`config.mk`:
```
export PLATFORM = sky130hd
export DESIGN_NAME = draw_cmd_seq
export DESIGN_NICKNAME = d
export VERILOG_FILES = /design/src/rtl/draw_cmd_pkg.sv /design/src/rtl/draw_clip.sv /design/src/rtl/draw_cmd_seq.sv
export SDC_FILE = /design/constraint.sdc
export NUM_CORES = 1
export LEC_CHECK = 0
export ABC_AREA = 1
export BUFFER_PORTS_ARGS = -buffer_cell sky130_fd_sc_hd__buf_2
export CORE_ASPECT_RATIO = 1.4
export CORE_UTILIZATION = 60
export DETAILED_ROUTE_END_ITERATION = 12
export HOLD_SLACK_MARGIN = 0.08
export PLACE_DENSITY = 0.8
export SETUP_SLACK_MARGIN = 0.5
export SLEW_MARGIN = 15
export SYNTH_ARGS = -nofsm -noshare
export SYNTH_HDL_FRONTEND = slang
export SYNTH_SLANG_ARGS = --single-unit
```
`constraint.sdc`:
```
create_clock -name ACLK -period 17.4 [get_ports ACLK]
set_clock_uncertainty 0.1 [all_clocks]
set_input_delay 3.48 -clock ACLK [delete_from_list [all_inputs] [get_ports ACLK]]
set_output_delay 3.48 -clock ACLK [all_outputs]
set_load 0.1 [all_outputs]
```
`src/rtl/draw_cmd_pkg.sv`:
```
// draw_cmd_pkg: opcodes, sequencer states and rectangle type shared by the draw command sequencer
package draw_cmd_pkg;
  localparam int CW = 11;
  localparam logic [7:0] OP_SETFRAME    = 8'h20;
  localparam logic [7:0] OP_SETDRAWAREA = 8'h21;
  localparam logic [7:0] OP_SETFCOLOR   = 8'h23;
  localparam logic [7:0] OP_PATBLT      = 8'h81;
  localparam logic [7:0] OP_EODL        = 8'h0F;
  typedef enum logic [3:0] {
    S_IDLE, S_OP, S_ARG1, S_ARG2, S_CLIP, S_ADDR, S_ISSUE, S_WAIT, S_FIN, S_ERR
  } state_t;
  typedef struct packed {
    logic [CW-1:0] x;
    logic [CW-1:0] y;
    logic [CW-1:0] w;
    logic [CW-1:0] h;
  } rect_t;
endpackage

```
`src/rtl/draw_clip.sv`:
```
// draw_clip: intersects pattern rect with draw area and frame; ports: pat, area, fw, fh in; x0, y0, w, h, empty out
module draw_clip
  import draw_cmd_pkg::*;
(
  input  rect_t         pat,
  input  rect_t         area,
  input  logic [CW-1:0] fw,
  input  logic [CW-1:0] fh,
  output logic [CW-1:0] x0,
  output logic [CW-1:0] y0,
  output logic [CW-1:0] w,
  output logic [CW-1:0] h,
  output logic          empty
);
  logic [CW:0] px1, ax1, py1, ay1, xm, ym, x1, y1;
  always_comb begin
    x0    = pat.x > area.x ? pat.x : area.x;
    y0    = pat.y > area.y ? pat.y : area.y;
    px1   = {1'b0, pat.x} + {1'b0, pat.w};
    ax1   = {1'b0, area.x} + {1'b0, area.w};
    py1   = {1'b0, pat.y} + {1'b0, pat.h};
    ay1   = {1'b0, area.y} + {1'b0, area.h};
    xm    = px1 < ax1 ? px1 : ax1;
    ym    = py1 < ay1 ? py1 : ay1;
    x1    = xm < {1'b0, fw} ? xm : {1'b0, fw};
    y1    = ym < {1'b0, fh} ? ym : {1'b0, fh};
    empty = (x1 <= {1'b0, x0}) || (y1 <= {1'b0, y0});
    // x1 never exceeds the frame width, so a non-empty extent fits in CW bits
    w     = CW'(x1 - {1'b0, x0});
    h     = CW'(y1 - {1'b0, y0});
  end
endmodule

```
`src/rtl/draw_cmd_seq.sv`:
```
// draw_cmd_seq: display-list sequencer; pops FIFO commands, clips PATBLT rects, issues fill jobs; ports: FIFO (cmd_*), fill job (pat_*), status (busy/err/irq)
module draw_cmd_seq
  import draw_cmd_pkg::*;
#(
  parameter int COORD_W = CW,
  parameter int ADDR_W  = 32
) (
  input  logic               ACLK,
  input  logic               ARESET,
  input  logic               start,
  input  logic [31:0]        cmd_dout,
  input  logic               cmd_empty,
  output logic               cmd_rd,
  output logic               pat_valid,
  input  logic               pat_ready,
  input  logic               pat_done,
  output logic [ADDR_W-1:0]  pat_addr,
  output logic [ADDR_W-1:0]  pat_pitch,
  output logic [COORD_W-1:0] pat_w,
  output logic [COORD_W-1:0] pat_h,
  output logic [31:0]        pat_color,
  output logic               busy,
  output logic               err,
  output logic               irq
);
  state_t               state;
  logic [7:0]           op, opc;
  logic [ADDR_W-1:0]    vram;
  logic [COORD_W-1:0]   fw, fh, hi, lo, cx0, cy0;
  logic [CW-1:0]        x0, y0, w, h;
  logic                 empty, unused_bits;
  rect_t                area, pat;
  logic [31:0]          color;
  assign opc         = cmd_dout[31:24];
  assign hi          = cmd_dout[16+COORD_W-1:16];
  assign lo          = cmd_dout[COORD_W-1:0];
  assign unused_bits = ^cmd_dout[15:COORD_W];
  assign cmd_rd      = (state == S_OP || state == S_ARG1 || state == S_ARG2) && !cmd_empty;
  assign pat_color   = color;
  draw_clip u_clip (
    .pat  (pat),
    .area (area),
    .fw   (fw),
    .fh   (fh),
    .x0   (x0),
    .y0   (y0),
    .w    (w),
    .h    (h),
    .empty(empty)
  );
  always_ff @(posedge ACLK or posedge ARESET) begin
    if (ARESET) begin
      state     <= S_IDLE;
      op        <= '0;
      vram      <= '0;
      fw        <= '0;
      fh        <= '0;
      area      <= '0;
      pat       <= '0;
      color     <= '0;
      cx0       <= '0;
      cy0       <= '0;
      pat_valid <= 1'b0;
      pat_addr  <= '0;
      pat_pitch <= '0;
      pat_w     <= '0;
      pat_h     <= '0;
      busy      <= 1'b0;
      err       <= 1'b0;
      irq       <= 1'b0;
    end else begin
      irq <= 1'b0;
      case (state)
        S_IDLE: if (start) begin
          state <= S_OP;
          busy  <= 1'b1;
          err   <= 1'b0;
        end
        S_OP: if (!cmd_empty) begin
          op    <= opc;
          state <= opc == OP_EODL ? S_FIN :
                   (opc == OP_SETFRAME || opc == OP_SETDRAWAREA ||
                    opc == OP_SETFCOLOR || opc == OP_PATBLT) ? S_ARG1 : S_ERR;
        end
        S_ARG1: if (!cmd_empty) begin
          if (op == OP_SETFRAME) vram <= cmd_dout[ADDR_W-1:0];
          if (op == OP_SETDRAWAREA) begin
            area.x <= hi;
            area.y <= lo;
          end
          if (op == OP_SETFCOLOR) color <= {8'h00, cmd_dout[23:0]};
          if (op == OP_PATBLT) begin
            pat.x <= hi;
            pat.y <= lo;
          end
          state <= op == OP_SETFCOLOR ? S_OP : S_ARG2;
        end
        S_ARG2: if (!cmd_empty) begin
          if (op == OP_SETFRAME) begin
            fw <= hi;
            fh <= lo;
          end
          if (op == OP_SETDRAWAREA) begin
            area.w <= hi;
            area.h <= lo;
          end
          if (op == OP_PATBLT) begin
            pat.w <= hi;
            pat.h <= lo;
          end
          state <= op == OP_PATBLT ? S_CLIP : S_OP;
        end
        S_CLIP: begin
          if (!empty) begin
            cx0   <= x0;
            cy0   <= y0;
            pat_w <= w;
            pat_h <= h;
          end
          state <= empty ? S_OP : S_ADDR;
        end
        S_ADDR: begin
          pat_addr  <= vram + ((ADDR_W'(cy0) * ADDR_W'(fw) + ADDR_W'(cx0)) << 2);
          pat_pitch <= ADDR_W'(fw) << 2;
          pat_valid <= 1'b1;
          state     <= S_ISSUE;
        end
        S_ISSUE: if (pat_ready) begin
          pat_valid <= 1'b0;
          state     <= S_WAIT;
        end
        S_WAIT: if (pat_done) state <= S_OP;
        S_FIN: begin
          irq   <= 1'b1;
          busy  <= 1'b0;
          state <= S_IDLE;
        end
        S_ERR: begin
          err   <= 1'b1;
          irq   <= 1'b1;
          busy  <= 1'b0;
          state <= S_IDLE;
        end
        default: state <= S_IDLE;
      endcase
    end
  end
endmodule
```
==> impl_results.md <==
* Status: finished clean
* Required time of the critical path at between 10 and 15 ns
* DP Worst Slack at roughly 9.6 ns
* Netlist cell types at between 40 and 50
* Slew HR at approximately a quarter
* Buffers on Ports at ~130
* Number of global-route vias before repair at approximately 19,000
* Hold Path End: pat_addr[2]$_DFFE_PP0P_
* Switching portion of total power at 31.2%
* Core area at between 30,000 and 40,000 µm²
* Max-slew violations at 0
* Initial Utilization at around three fifths
* IO Pins at 161
* Die W at between 150 and 200 µm
* Worst Reg-to-Reg Cells at 27
* Initial antenna violation count at 0
* Gr usage total at 34.1%
* Vias at about 19,000
* Layout cells sized above 1 at 7.34%
* Antenna Nets Post-Route at 0
* Synth Area per Inst at ~7.7 µm²
* GR Overflow Total at 0
* NumNets Final at around 3,200
* HP Start: pat_addr[2]$_DFFE_PP0P_
* Worst Hold Depth at 2
* Hold Path Class: reg2reg
* Worst-margin pin slew at ~1.1 ns
* TritonCTS clock tree: yes
* Initial DRC count at between 1,000 and 1,500
* CTS resizes at 0
* Minimum clock period at just under 8 ns
* Register-to-register setup slack at 10.17 ns
* LEAKAGE at between 0.01 and 0.015 µW
* Crit path DAT at 4.25 ns
* Area grow syn2layout at 8.58%
* Max cap viols at 0
* Area taken by multi-input logic gates at 12,600 µm²
* Placer Congestion at roughly 0.98
* Asr flop ratio synth at 100%
* Seq/Total Area, Yosys at a little under a third
* DRT Pass-1 Iters at 6
* Setup WS post-layout at about 9.6 ns
* CTS Hold Bufs at 0
* Slowest cell on the critical path: buf_2
* Final Setup Violations at 0
* Fmax at ~130 MHz
* Top cell type's share of synthesized area at between 30% and 40%
* Post-synth EDFFs at 0
* # rows at between 80 and 90
* Largest net degree at the start of global routing at 130
* Register area at just under 7000 µm²
* WP buf/inv at 2
* Crit-path cells: buf_2 -> nor3_1 -> buf_2
* Most Frequent Cell on Critical Path: buf_2
* CP Max Fanout at 5
* DR vias/cell at between 5 and 6
* Total Die Area at around 36,000 µm²
* Avg WL per Cell at 18.4 µm
* Synth area leaders: dfrtp_1, nand2_1, ha_1
* Post-Syn Instances at around 2,700
* Critical path's top delay family: buffers and inverters
* Sw Pwr at between 400 and 500 µW
* Crit share post-route at 45.0%
* Worst setup SP type: primary input
* Die Y at between 200 and 250 µm
* Overall routed net length at just over 60,000 µm
* Final instance area at roughly 23,000 µm²
* Clock sink count at ~270
* Synth Warn # at 0
* Setup repair after global routing missed its margin: no
* Clock network fraction of total power at 40.7%
* Setup CP Type: in2out
* Dpl hpwl at 47,900 µm
* Fillcell total at 3,075
* # diodes at 0
* Synth area leader: dfrtp_1
* Syn Std Cell Area at around 21,000 µm²
* Worst hold slack at between 0.3 and 0.4 ns
* H-tree depth at 1
* CP endpoint kind: output pin
* Slowest Stage Delay on Critical Path at between 0.4 and 0.5 ns
* DRC errors left at 0
* Internal power at 1100 µW
* Crit Reg-Reg Startpoint: fw[4]$_DFFE_PP0P_
* PwrDens at about 70 nW/µm²
* Clock Path Buffers at 3
* Sequential share of power at around two fifths
* Cell Area, Placed at between 20,000 and 25,000 µm²
* CTS Buf Count at 28
* Worst vdd ir at roughly 120 µV
* Logic pwr share at between 10% and 20%
* First-pass GRT wire length at between 90,000 and 100,000 µm
* Setup tns final at 0 ns
* Post-CTS Setup Repair Bufs at 0
* R2R Path End: pat_addr[30]$_DFFE_PP0P_
* Synth Flop Type: dfrtp_1
* Hold Violations, Final at 0
* Clk pin slew, worst setup/hold paths at 0.07 ns
* Clock Latency Late Sink at approximately 0.6 ns
* CP startpoint: cmd_empty
* Clock Tree Root: clkbuf_16
* Yosys reg bits at roughly 270
## how the worst max path moves through the flow
stage                                endpoint  slack [ns]  depth (start not counted)
final                                  cmd_rd        9.57                          3
after global routing       cy0[5]$_DFFE_PP0P_        9.42                         33
after CTS                              cmd_rd        9.57                          3
after detailed placement               cmd_rd        9.57                          3
after global placement                 cmd_rd        9.59                          3
after floorplan           area[0]$_DFFE_PP0P_        6.41                          1
## metrics by stage
step | util (%) | std cells | total power [µW]
2_1_floorplan | - | 2776 | 894
5_1_grt | 66.0 | 3305 | 1660
3_5_place_dp | 63.2 | 3256 | 957
6_report | 66.0 | 3305 | 1600
3_3_place_gp | 63.2 | 3256 | 948
4_1_cts | 66.0 | 3305 | 1600
## area by class of cell
class                      count  share of cell area [%]
clock inverter                13                   0.995
multi-input combinational   2016                    54.7
sequential                   269                    29.3
clock buffer                  36                    3.31
tap                          456                    2.48
timing repair buffer         140                    3.14
inverter                     375                    6.15
## cell families after synthesis
family          share of synthesized area [%]
simple gates                             20.0
compound gates                           13.3
buf+inv                                  9.39
fa+ha+maj                                22.1
flops                                    31.8
xor+xnor                                 3.43
other cells                            0.0177
## cell usage after synthesis (3+ instances only)
cell type,n
nor3_1,8
nand3_1,103
buf_4,31
fa_1,99
ha_1,216
xor2_1,49
nand2_1,779
nor2_2,3
or2_2,5
a211oi_1,3
o2111ai_1,7
o21ai_0,329
a21o_1,8
nor4_1,8
o21bai_1,10
buf_2,12
o21ai_1,15
nand4_1,21
nand2_2,5
a21oi_1,138
xnor2_1,34
nor2_1,112
a31oi_1,8
o21a_1,3
dfrtp_1,269
o211ai_1,3
clkbuf_1,70
inv_1,373
## placed cells by master (no fill, tap or decap), types with 7 or more instances in the layout
cell / n
nand4_1: 21
xnor2_1: 34
a21oi_1: 138
o2111ai_1: 7
ha_1: 216
clkbuf_16: 28
o21ai_0: 329
a21o_1: 8
buf_2: 131
nor3_1: 8
dfrtp_1: 269
fa_1: 99
o21ai_1: 15
conb_1: 29
nand3_1: 103
o21bai_1: 10
a31oi_1: 8
nand2_2: 7
nand2_1: 777
xor2_1: 49
inv_1: 371
nor4_1: 8
buf_4: 9
nor2_1: 112
## worst register-to-register path, stage by stage, from the launching register on
cell and delay (ns):
dfrtp_1 0.68, nand2_1 0.16, fa_1 0.56, inv_1 0.05, fa_1 0.50, inv_1 0.05, fa_1 0.47, inv_1 0.05
fa_1 0.51, fa_1 0.51, ha_1 0.40, a21oi_1 0.28, o21ai_1 0.11, a21oi_1 0.20, o21ai_0 0.17, a21boi_1 0.29
o21ai_0 0.18, xor2_1 0.20, ha_1 0.42, nand2_1 0.14, nor2_1 0.17, inv_1 0.07, nor2_1 0.15, nand4_1 0.11
nand3_1 0.18, a21oi_1 0.10, xor2_1 0.19, o21ai_0 0.10
## sequential cells by signal, summed over array words and instances, names as in the netlist
register and cells:
area 44, pat 44, pat_addr 32, vram 32, pat_color 24, cx0 11
cy0 11, fh 11, fw 11, pat_h 11, pat_pitch 11, pat_w 11
op 8, state 4, busy 1, err 1, irq 1, pat_valid 1
## power groups by stage
stage / combinational (µW) / sequential (µW) / clock, µW
after floorplan: 206 / 688 / 0
after global placement: 282 / 666 / 0
after detailed placement: 290 / 667 / 0
after CTS: 291 / 655 / 658
after global routing: 322 / 657 / 679
final: 293 / 656 / 652
## layer usage
metal / global-route usage (%) / wire (µm)
met1: 37.6 / 21900
met3: 3.02 / 3060
met2: 60.0 / 30200
met5: 0 / 0
met4: 27.2 / 5430
Power figures use the tool's default switching activity.
